## config.mk

```make
export PLATFORM = sky130hd
export DESIGN_NAME = dma_read_fetcher
export DESIGN_NICKNAME = d
export VERILOG_FILES = /design/src/rtl/dma_read_fetcher.sv
export SDC_FILE = /design/constraint.sdc
export NUM_CORES = 1
export LEC_CHECK = 0
export CAP_MARGIN = 20
export CORE_ASPECT_RATIO = 0.8
export CORE_UTILIZATION = 56
export CTS_CLUSTER_DIAMETER = 50
export DETAILED_ROUTE_END_ITERATION = 8
export PLACE_DENSITY = 0.86
export SYNTH_ARGS = -nofsm -noshare
export SYNTH_HDL_FRONTEND = slang
export SYNTH_SLANG_ARGS = --single-unit
```

## constraint.sdc

```tcl
create_clock -name clk -period 24.8 [get_ports clk]
set_input_delay 4.96 -clock clk [delete_from_list [all_inputs] [get_ports clk]]
set_output_delay 4.96 -clock clk [all_outputs]
set_load 0.02 [all_outputs]
```

## src/rtl/dma_read_fetcher.sv

```systemverilog
// DMA read fetcher: issues AXI4 INCR read bursts for a byte range and packs
// the 32-bit read beats into 128-bit blocks for the downstream crypto engine.
module dma_read_fetcher #(
  parameter int ADDR_WIDTH = 32,
  parameter int DATA_WIDTH = 32,
  parameter int MAX_BURST  = 16
) (
  input  logic                      clk,
  input  logic                      rst,
  input  logic                      i_start,
  input  logic [ADDR_WIDTH-1:0]     i_src_addr,
  input  logic [31:0]               i_total_len,
  output logic                      o_busy,
  output logic                      o_done,
  output logic                      o_error,
  output logic [ADDR_WIDTH-1:0]     m_axi_araddr,
  output logic [7:0]                m_axi_arlen,
  output logic [2:0]                m_axi_arsize,
  output logic [1:0]                m_axi_arburst,
  output logic                      m_axi_arvalid,
  input  logic                      m_axi_arready,
  input  logic [DATA_WIDTH-1:0]     m_axi_rdata,
  input  logic [1:0]                m_axi_rresp,
  input  logic                      m_axi_rlast,
  input  logic                      m_axi_rvalid,
  output logic                      m_axi_rready,
  output logic [4*DATA_WIDTH-1:0]   o_blk_data,
  output logic                      o_blk_valid,
  input  logic                      i_blk_ready
);

  typedef enum logic [2:0] {
    S_IDLE,
    S_AR,
    S_R,
    S_FLUSH,
    S_DONE,
    S_ERR
  } state_t;

  state_t                    state_q, state_d;
  logic [ADDR_WIDTH-1:0]     addr_q;
  logic [29:0]               words_q;
  logic [4:0]                beats_q;
  logic [3*DATA_WIDTH-1:0]   pack_q;
  logic [1:0]                idx_q;
  logic                      err_q;
  logic                      error_q;
  logic [4*DATA_WIDTH-1:0]   blk_data_q;
  logic                      blk_valid_q;

  logic [4:0]                burst_beats;
  logic [10:0]               to_bnd;
  logic                      start_ok;
  logic                      start_bad;
  logic                      ar_hs;
  logic                      r_hs;
  logic                      beat_err;
  logic                      stall;
  logic                      pack_en;

  assign start_ok  = (state_q == S_IDLE) && i_start;
  assign start_bad = (i_total_len == 32'd0) || (i_total_len[3:0] != 4'd0) ||
                     (i_src_addr[1:0] != 2'd0);
  assign ar_hs     = m_axi_arvalid && m_axi_arready;
  assign r_hs      = m_axi_rvalid && m_axi_rready;
  // rlast must coincide exactly with the final expected beat of the burst
  assign beat_err  = (m_axi_rresp != 2'b00) || (m_axi_rlast != (beats_q == 5'd1));
  // once errored, blocks are dropped so there is no reason to back-pressure
  assign stall     = (idx_q == 2'd3) && blk_valid_q && !i_blk_ready && !err_q;
  assign pack_en   = r_hs && !err_q && !beat_err;
  assign to_bnd    = 11'd1024 - {1'b0, addr_q[11:2]};

  assign m_axi_arsize  = 3'b010;
  assign m_axi_arburst = 2'b01;
  assign o_blk_data    = blk_data_q;
  assign o_blk_valid   = blk_valid_q;
  assign o_error       = error_q;

  // burst length: min(remaining words, MAX_BURST, words to next 4 KB page)
  always_comb begin
    burst_beats = 5'(MAX_BURST);
    if (words_q < 30'(MAX_BURST))
      burst_beats = words_q[4:0];
    if (to_bnd < {6'd0, burst_beats})
      burst_beats = to_bnd[4:0];
  end

  // state register
  always_ff @(posedge clk or posedge rst) begin
    if (rst)
      state_q <= S_IDLE;
    else
      state_q <= state_d;
  end

  // next-state and handshake outputs
  always_comb begin
    state_d       = state_q;
    m_axi_arvalid = 1'b0;
    m_axi_rready  = 1'b0;
    o_done        = 1'b0;
    o_busy        = (state_q != S_IDLE);
    case (state_q)
      S_IDLE: begin
        if (i_start)
          state_d = start_bad ? S_ERR : S_AR;
      end
      S_AR: begin
        m_axi_arvalid = 1'b1;
        if (m_axi_arready)
          state_d = S_R;
      end
      S_R: begin
        m_axi_rready = !stall;
        if (r_hs && m_axi_rlast) begin
          if (err_q || beat_err)
            state_d = S_ERR;
          else if (words_q != 30'd0)
            state_d = S_AR;
          else
            state_d = S_FLUSH;
        end
      end
      S_FLUSH: begin
        if (!blk_valid_q || i_blk_ready)
          state_d = S_DONE;
      end
      S_ERR: begin
        state_d = S_DONE;
      end
      S_DONE: begin
        o_done  = 1'b1;
        state_d = S_IDLE;
      end
      default: state_d = S_IDLE;
    endcase
    m_axi_araddr = m_axi_arvalid ? addr_q : '0;
    m_axi_arlen  = m_axi_arvalid ? {3'd0, burst_beats - 5'd1} : '0;
  end

  // transfer bookkeeping, beat packing and the block output register
  always_ff @(posedge clk or posedge rst) begin
    if (rst) begin
      addr_q      <= '0;
      words_q     <= '0;
      beats_q     <= '0;
      pack_q      <= '0;
      idx_q       <= '0;
      err_q       <= 1'b0;
      error_q     <= 1'b0;
      blk_data_q  <= '0;
      blk_valid_q <= 1'b0;
    end else begin
      if (start_ok) begin
        addr_q  <= i_src_addr;
        words_q <= i_total_len[31:2];
        idx_q   <= '0;
        err_q   <= 1'b0;
        error_q <= 1'b0;
      end
      if (ar_hs) begin
        addr_q  <= addr_q + {{(ADDR_WIDTH-7){1'b0}}, burst_beats, 2'b00};
        words_q <= words_q - {25'd0, burst_beats};
        beats_q <= burst_beats;
      end
      if (r_hs) begin
        if (beat_err)
          err_q <= 1'b1;
        if (beats_q != 5'd0)
          beats_q <= beats_q - 5'd1;
      end
      if (pack_en) begin
        idx_q <= idx_q + 2'd1;
        case (idx_q)
          2'd0:    pack_q[DATA_WIDTH-1:0]              <= m_axi_rdata;
          2'd1:    pack_q[2*DATA_WIDTH-1:DATA_WIDTH]   <= m_axi_rdata;
          2'd2:    pack_q[3*DATA_WIDTH-1:2*DATA_WIDTH] <= m_axi_rdata;
          default: blk_data_q <= {m_axi_rdata, pack_q};
        endcase
      end
      // a new block may load in the same cycle the previous one is taken
      if (pack_en && (idx_q == 2'd3))
        blk_valid_q <= 1'b1;
      else if (i_blk_ready)
        blk_valid_q <= 1'b0;
      if (state_q == S_ERR)
        error_q <= 1'b1;
    end
  end

endmodule

```

==> reports/qor.csv, run 1 <==
stage;metric;value;unit
layout;fin_cells;1776;
clock_network;cts-hold-fix-buffers;0;
setup_path;rr_startpoint;words_q[5]$_DFFE_PP0P_;
placed_design;hpwlAfterDp;25490;um
timing;final-max-slew-violation-count;0;
timing;tns;0;ps
synth;async_reset_ff_share;100.0;%
synth;synth.most_common_cell;dfrtp_1;
clock_network;numCtsBuffers;31;
synth;synth_top_family_by_area;multiplexers;
detailed_routing;vias;10960;
grt;antenna_found_initial;0;
synth;yosys-top-cells-area;dfrtp_1 (53%), mux2_2 (18%), nand2_1 (2.8%);
run;timing.max_cap.violations;0;
detailed_routing;wl_met1;16030;um
hold_path;hold_path_class;reg2reg;
power;p_leak;8.375;nW
timing;clock.fmax;0.08546;GHz
grt;overflow;0;
power;peakVddDrop;0.05753;mV
timing;rsz0062_at_grt;no;
outcome;outcome;finished clean;
power;p_seq_share;40.8;%
timing;finalCriticalPeriod;11700;ps
layout;fillers;1603;
clock_network;htree_levels;1;
synth;ys_ff_latch;299;
synth;netlist_area;14040;um^2
setup_path;r2r_end;addr_q[30]$_DFFE_PP0P_;
setup_path;reg2reg_slack;17190;ps
detailed_routing;dr.pass1.iters;8;
timing;fin_crit_sh;47.18;%
clock_network;postCtsSetupBuffers;0;
synth;muxShareOfSynthArea;18.11;%
detailed_routing;via_per_inst;6.168;
clock_network;cts_resized;0;
setup_path;required;19840;ps
detailed_routing;route.met3.wl;3116;um
floorplanning;initial_utilization;57.43;%
synth;synthSimpleGateAreaFrac;11.61;%
timing;hold_viol;0;
clock_network;clockBufferDepth;3;
detailed_routing;wl_met2;18210;um
power;power.density;90.82;nW/um^2
layout;finalNetCount;1559;
setup_path;arrival;6740;ps
grt;grt_pass1_vias;10800;
grt;grt_max_degree;96;
setup_path;rr_worst_depth;22;
detailed_routing;drcViolationCount;0;
placed_design;dp.cells;1719;
placed_design;port_buffers;275;
setup_path;cp_max_fo;5;
floorplanning;coreArea;24440;um^2
synth;ys_seq_area_share;53.31;%
setup_path;start_kind;primary input;
power;combPwrFrac;31.7;%
synth;synth_top_area_share;53.31;%
synth;synth_edf_count;0;
layout;multi_input_area;6121;um^2
power;netSwitchingPower;0.5943;mW
detailed_routing;routed_wl;38290;um
clock_network;cts.clk_slew.worst_paths;60;ps
timing;clock_skew;19.81;ps
layout;syn_to_final_growth;27.78;%
setup_path;setup.worst_path.end;m_axi_rready;
clock_network;clk-insertion-delay-late;560;ps
setup_path;end_kind;primary output;
synth;synthAdderAreaFrac;2.157;%
timing;worstMarginPinSlew;1074;ps
floorplanning;dieArea;25710;um^2
synth;avgSynthCellArea;11.85;um^2
synth;synthFlopType;dfrtp_1;
synth;synth_warnings;0;
power;switching_share;36.49;%
power;power.clock.fraction;27.5;%
detailed_routing;top_layer_used;met4;
setup_path;crit_path_start;i_blk_ready;
floorplanning;boundaryPins;284;
grt;grt_pass1_wl;59550;um
synth;yosys.cell_types.count;87;
synth;synth_xor_area_share;0.5616;%
timing;setup_violations;0;
floorplanning;rows;51;
synth;netlist_top_cells_count;dfrtp_1 (299), mux2_2 (224), nand2_1 (103), nor2_1 (44), clkbuf_1 (43);
layout;drive_above_1_share;21.89;%
synth;synth_compound_area_share;10.80;%
clock_network;clock-root-buffer;clkbuf_16;
placed_design;gp_congestion;0.8913;
detailed_routing;ant_nets;0;
synth;synthCells;1184;
power;p_int;1.034;mW
timing;relSlewSlack;28.32;%
synth;yosysTopAreaCell;dfrtp_1;
layout;seq_area;7482;um^2
grt;track_usage;29.73;%
clock_network;cts_tree;done;
clock_network;cts_sinks;299;
setup_path;worstSetupPathType;in2out;
floorplanning;die_w;179.0;um
floorplanning;dieHeight;143.6;um
detailed_routing;first_iter_violations;960;
detailed_routing;wl_per_cell;21.56;um
==> worst max-delay path, stage by stage <==
cell and delay (ps):
clkdlybuf4s50_1 450, nand2b_1 190, nor3b_1 80, nor4_1 360
clkdlybuf4s50_1 710
==> power by group through the flow <==
stage	Clock, mW	Sequential (mW)	Combinational [mW]
after CTS	0.455	0.661	0.508
after global routing	0.476	0.675	0.557
after global placement	0	0.659	0.491
after floorplan	0	0.631	0.368
after detailed placement	0	0.666	0.502
final	0.448	0.664	0.517
==> state kept, by name, indices dropped and copies added (netlist names) <==
name         cells
addr_q          32
beats_q          5
err_q            1
idx_q            2
o_blk_data     128
o_blk_valid      1
o_error          1
pack_q          96
state_q          3
words_q         30
==> cell families (layout without fill, tap and decap cells) <==
logic type,after synthesis,after routing
AO/OA/AOI/OAI,202,202
XOR/XNOR,9,9
other,2,9
flip-flops,299,299
multiplexers,226,226
AND/OR/NAND/NOR,319,319
buffers and inverters,103,370
adder cells (fa/ha/maj),24,24
==> area by class of cell <==
type                       instances  area share [%]
antenna                            1         0.01395
clock buffer                      44           4.988
clock inverter                    12          0.5372
inverter                          30          0.6697
multi-input combinational        788           34.13
sequential                       299           41.72
tap                              318           2.219
timing repair buffer             284           15.72
==> how the worst min path moves through the flow <==
stage / from / end / cells after the start
after detailed placement: addr_q[0]$_DFFE_PP0P_ / addr_q[0]$_DFFE_PP0P_ / 2
after CTS: addr_q[0]$_DFFE_PP0P_ / addr_q[0]$_DFFE_PP0P_ / 2
after global routing: addr_q[0]$_DFFE_PP0P_ / addr_q[0]$_DFFE_PP0P_ / 2
after floorplan: addr_q[0]$_DFFE_PP0P_ / addr_q[0]$_DFFE_PP0P_ / 2
after global placement: addr_q[0]$_DFFE_PP0P_ / addr_q[0]$_DFFE_PP0P_ / 2
final: addr_q[0]$_DFFE_PP0P_ / addr_q[0]$_DFFE_PP0P_ / 2
==> cell usage in the layout (no fill, tap or decap), types with 10 or more instances in the layout <==
cell type / n
inv_1: 28
clkdlybuf4s50_1: 275
and2_1: 11
clkbuf_16: 31
nor3_1: 25
a221o_1: 17
nand3_1: 28
nand2_1: 99
a22oi_1: 15
o211ai_1: 24
dfrtp_1: 299
and3_1: 30
a21oi_1: 21
o21ai_0: 39
ha_1: 19
nor2_1: 43
mux2_2: 224
nor4_1: 22
nand4_1: 11
a31oi_1: 10
==> metal layers <==
layer / GRT usage, % / up-vias
li1: - / 4850
met1: 40.74 / 5529
met2: 48.51 / 509
met3: 5.608 / 67
met4: 7.984 / 0
met5: 0 / -
==> per-stage QoR <==
stage	cell area [um^2]	hold WS, ps	setup slack [ps]	util, %	total power [mW]
2_1_floorplan	14060	437.9	11580	-	0.9993
3_3_place_gp	16940	452.9	13200	69.32	1.150
3_5_place_dp	16940	471.4	13140	69.32	1.168
4_1_cts	17930	485.5	13120	73.37	1.623
5_1_grt	17930	502.2	12980	73.37	1.708
6_report	17930	483.7	13100	73.38	1.629
(Power assumes the default switching activity.)
==> run 2, diff against run 1 <==
- CORE_UTILIZATION: 56 -> 52
- PLACE_DENSITY: 0.86 -> 0.81
- clock period: 24.8 -> 11.7 ns (I/O delays scaled with it)
==> reports/qor.csv, run 2 (same netlist as run 1, synthesis figures left out) <==
stage;metric;value;unit;change
outcome;outcome;finished clean;;
clock_network;cts_resized;0;;unchanged
clock_network;postCtsSetupBuffers;0;;unchanged
power;netSwitchingPower;1.260;mW;+110%
power;power.density;195.4;nW/um^2;+120%
setup_path;cp_max_fo;15;;+10
clock_network;cts_tree;done;;
grt;grt_pass1_vias;10760;;-0.35%
detailed_routing;dr.pass1.iters;5;;-3
grt;met2_usage;43.69;%;-4.8 points
setup_path;crit_family;simple AND/OR/NAND/NOR gates;;
detailed_routing;drcViolationCount;0;;unchanged
detailed_routing;routed_wl;38100;um;-0.51%
grt;grt_max_degree;146;;+52%
floorplanning;rows;53;;+3.9%
power;switching_share;35.48;%;-1.0 points
setup_path;critical_path.max_stage_delay;830;ps;+120 ps
grt;grt_pass1_wl;59710;um;+0.27%
layout;antennaDiodeCount;0;;-1
timing;setup_violations;0;;unchanged
setup_path;cp_common_cell;o21ai_0;;
setup_path;cp_cell_sequence;nor4_1, nand4b_1, nor2_4, nand2_1, ha_1, and4_1, o21ai_0, o211a_1, o21ai_0, o21ai_0, nand2b_1, nor3_1, xnor2_1, nor2_1, clkdlybuf4s50_1;;
layout;largest_register_ffs;128;;unchanged
grt;antenna_found_initial;0;;unchanged
timing;finalCriticalPeriod;8636;ps;
grt;top_usage_layer;met2;;
setup_path;cp.buffers_inverters;1;;-1
detailed_routing;wl_per_cell;20.93;um;-2.9%
power;total_power;3.552;mW;+120%
timing;final-max-slew-violation-count;0;;unchanged
placed_design;pre_cts_slack;3712;ps;-9427 ps
placed_design;port_buffers;275;;unchanged
grt;grt_use_met3;5.835;%;+0.23 points
power;peakVddDrop;0.1016;mV;+77%
timing;rsz0062_at_grt;no;;
timing;layout_setup_ws;3064;ps;-10,040 ps
layout;finalNetCount;1565;;+0.38%
setup_path;end_kind;primary output;;
power;p_int;2.292;mW;+120%
timing;clock_skew;28.13;ps;+8.326 ps
power;combPwrFrac;30.9;%;-0.8 points
clock_network;htree_levels;2;;+1
detailed_routing;ant_nets;0;;unchanged
floorplanning;dieArea;27660;um^2;+7.6%
setup_path;required;9360;ps;-10,480 ps
detailed_routing;vias;10840;;-1.1%
detailed_routing;first_iter_violations;868;;-9.6%
setup_path;start_kind;flip-flop;;
clock_network;clk-insertion-delay-late;510;ps;-50 ps
clock_network;cts-hold-fix-buffers;0;;unchanged
power;p_seq_share;39.7;%;-1.1 points
timing;hold_viol;0;;unchanged
placed_design;hpwlAfterDp;26090;um;+2.4%
power;power.clock.fraction;29.4;%;+1.9 points
timing;clock.fmax;0.1158;GHz;
hold_path;hold_path_class;reg2reg;;
timing;relSlewSlack;32.87;%;+4.6 points
layout;syn_to_final_growth;29.55;%;
grt;track_usage;27.72;%;-2.0 points
floorplanning;dieHeight;149.0;um;+3.7%
floorplanning;die_w;185.7;um;+3.7%
timing;worstMarginPinSlew;1007;ps;-67.14 ps
clock_network;cts_sinks;299;;unchanged
layout;drive_above_1_share;22.28;%;+0.39 points
floorplanning;initial_utilization;53.18;%;-4.3 points
setup_path;crit_path_top_delay_cell;nor4_1;;
clock_network;clockBufferDepth;3;;unchanged
clock_network;clock-root-buffer;clkbuf_16;;
timing;tns;0;ps;unchanged
grt;overflow;0;;unchanged
clock_network;numCtsBuffers;34;;+9.7%
setup_path;arrival;6300;ps;-440 ps
floorplanning;coreArea;26390;um^2;+8.0%
run;timing.max_cap.violations;0;;unchanged
timing;fin_crit_sh;73.82;%;
placed_design;gp_congestion;0.8629;;-3.2%
layout;final_common_cell;dfrtp_1;;
setup_path;worstSetupPathType;reg2out;;
layout;final_cell_mix;dfrtp_1 (299), clkdlybuf4s50_1 (275), mux2_2 (224);;
grt;grtUsageMet1;38.95;%;-1.8 points
floorplanning;boundaryPins;284;;unchanged
power;p_leak;8.473;nW;+1.2%
clock_network;cts.clk_slew.worst_paths;50;ps;about the same
detailed_routing;via_per_inst;5.955;;-3.5%
-- run 2: changes by cell type in the layout (fill, tap and decap cells not counted), moves of 2 or more --
cell / before / now
buf_16: 0 / 2
bufinv_16: 0 / 2
clkinv_4: 4 / 0
clkbuf_16: 31 / 34
-- run 2: path summary, 6_finish.rpt --
path / start / endpoint / slack, ps / cells after the start
min: addr_q[0]$_DFFE_PP0P_ / addr_q[0]$_DFFE_PP0P_ / 480 / 2
min reg2reg: addr_q[0]$_DFFE_PP0P_ / addr_q[0]$_DFFE_PP0P_ / 480 / 2
min in group asynchronous: rst / o_blk_data[123]$_DFFE_PP0P_ / 2230 / 2
max reg2reg: words_q[5]$_DFFE_PP0P_ / addr_q[28]$_DFFE_PP0P_ / 4100 / 21
max in group asynchronous: rst / pack_q[78]$_DFFE_PP0P_ / 7670 / 4
max: words_q[5]$_DFFE_PP0P_ / m_axi_arlen[4] / 3060 / 15
-- run 2: power by group through the flow --
stage / sequential (mW) / clock [mW] / combinational (mW)
after floorplan: 1.34 / 0 / 0.781
after global placement: 1.40 / 0 / 1.06
after detailed placement: 1.42 / 0 / 1.08
after CTS: 1.40 / 1.07 / 1.09
after global routing: 1.43 / 1.11 / 1.19
final: 1.41 / 1.04 / 1.10
-- run 2: area by class of cell --
cell class              instances  area, um^2
fillers                      1894        8209
well taps                     357       446.7
clock buffers                  47       979.7
multi-input cells             788        6125
repair buffers                287        2895
flip-flops and latches        299        7482
inverters                      30       120.1
clock inverters                12       135.1
-- run 2: metrics by stage --
stage	cells	instance area, um^2	hold WS [ps]	util, %
finish	1820	18180	479.3	68.90
global route	1820	18180	507.3	68.90
CTS	1817	18110	478.7	68.61
detailed placement	1758	16990	465.8	64.39
global placement	1758	16990	455.8	64.39
floorplan	1190	14060	437.9	-
-- run 2: worst min-delay path, stage by stage, from the launching register on --
cell and delay, ps:
dfrtp_1 330, nand2_1 50, nand2_1 60
-- run 2: per-layer routing --
layer	wire length [um]	up-vias
li1	-	4862
met1	16390	5438
met2	17720	486
met3	3198	53
met4	787	0
met5	0	-
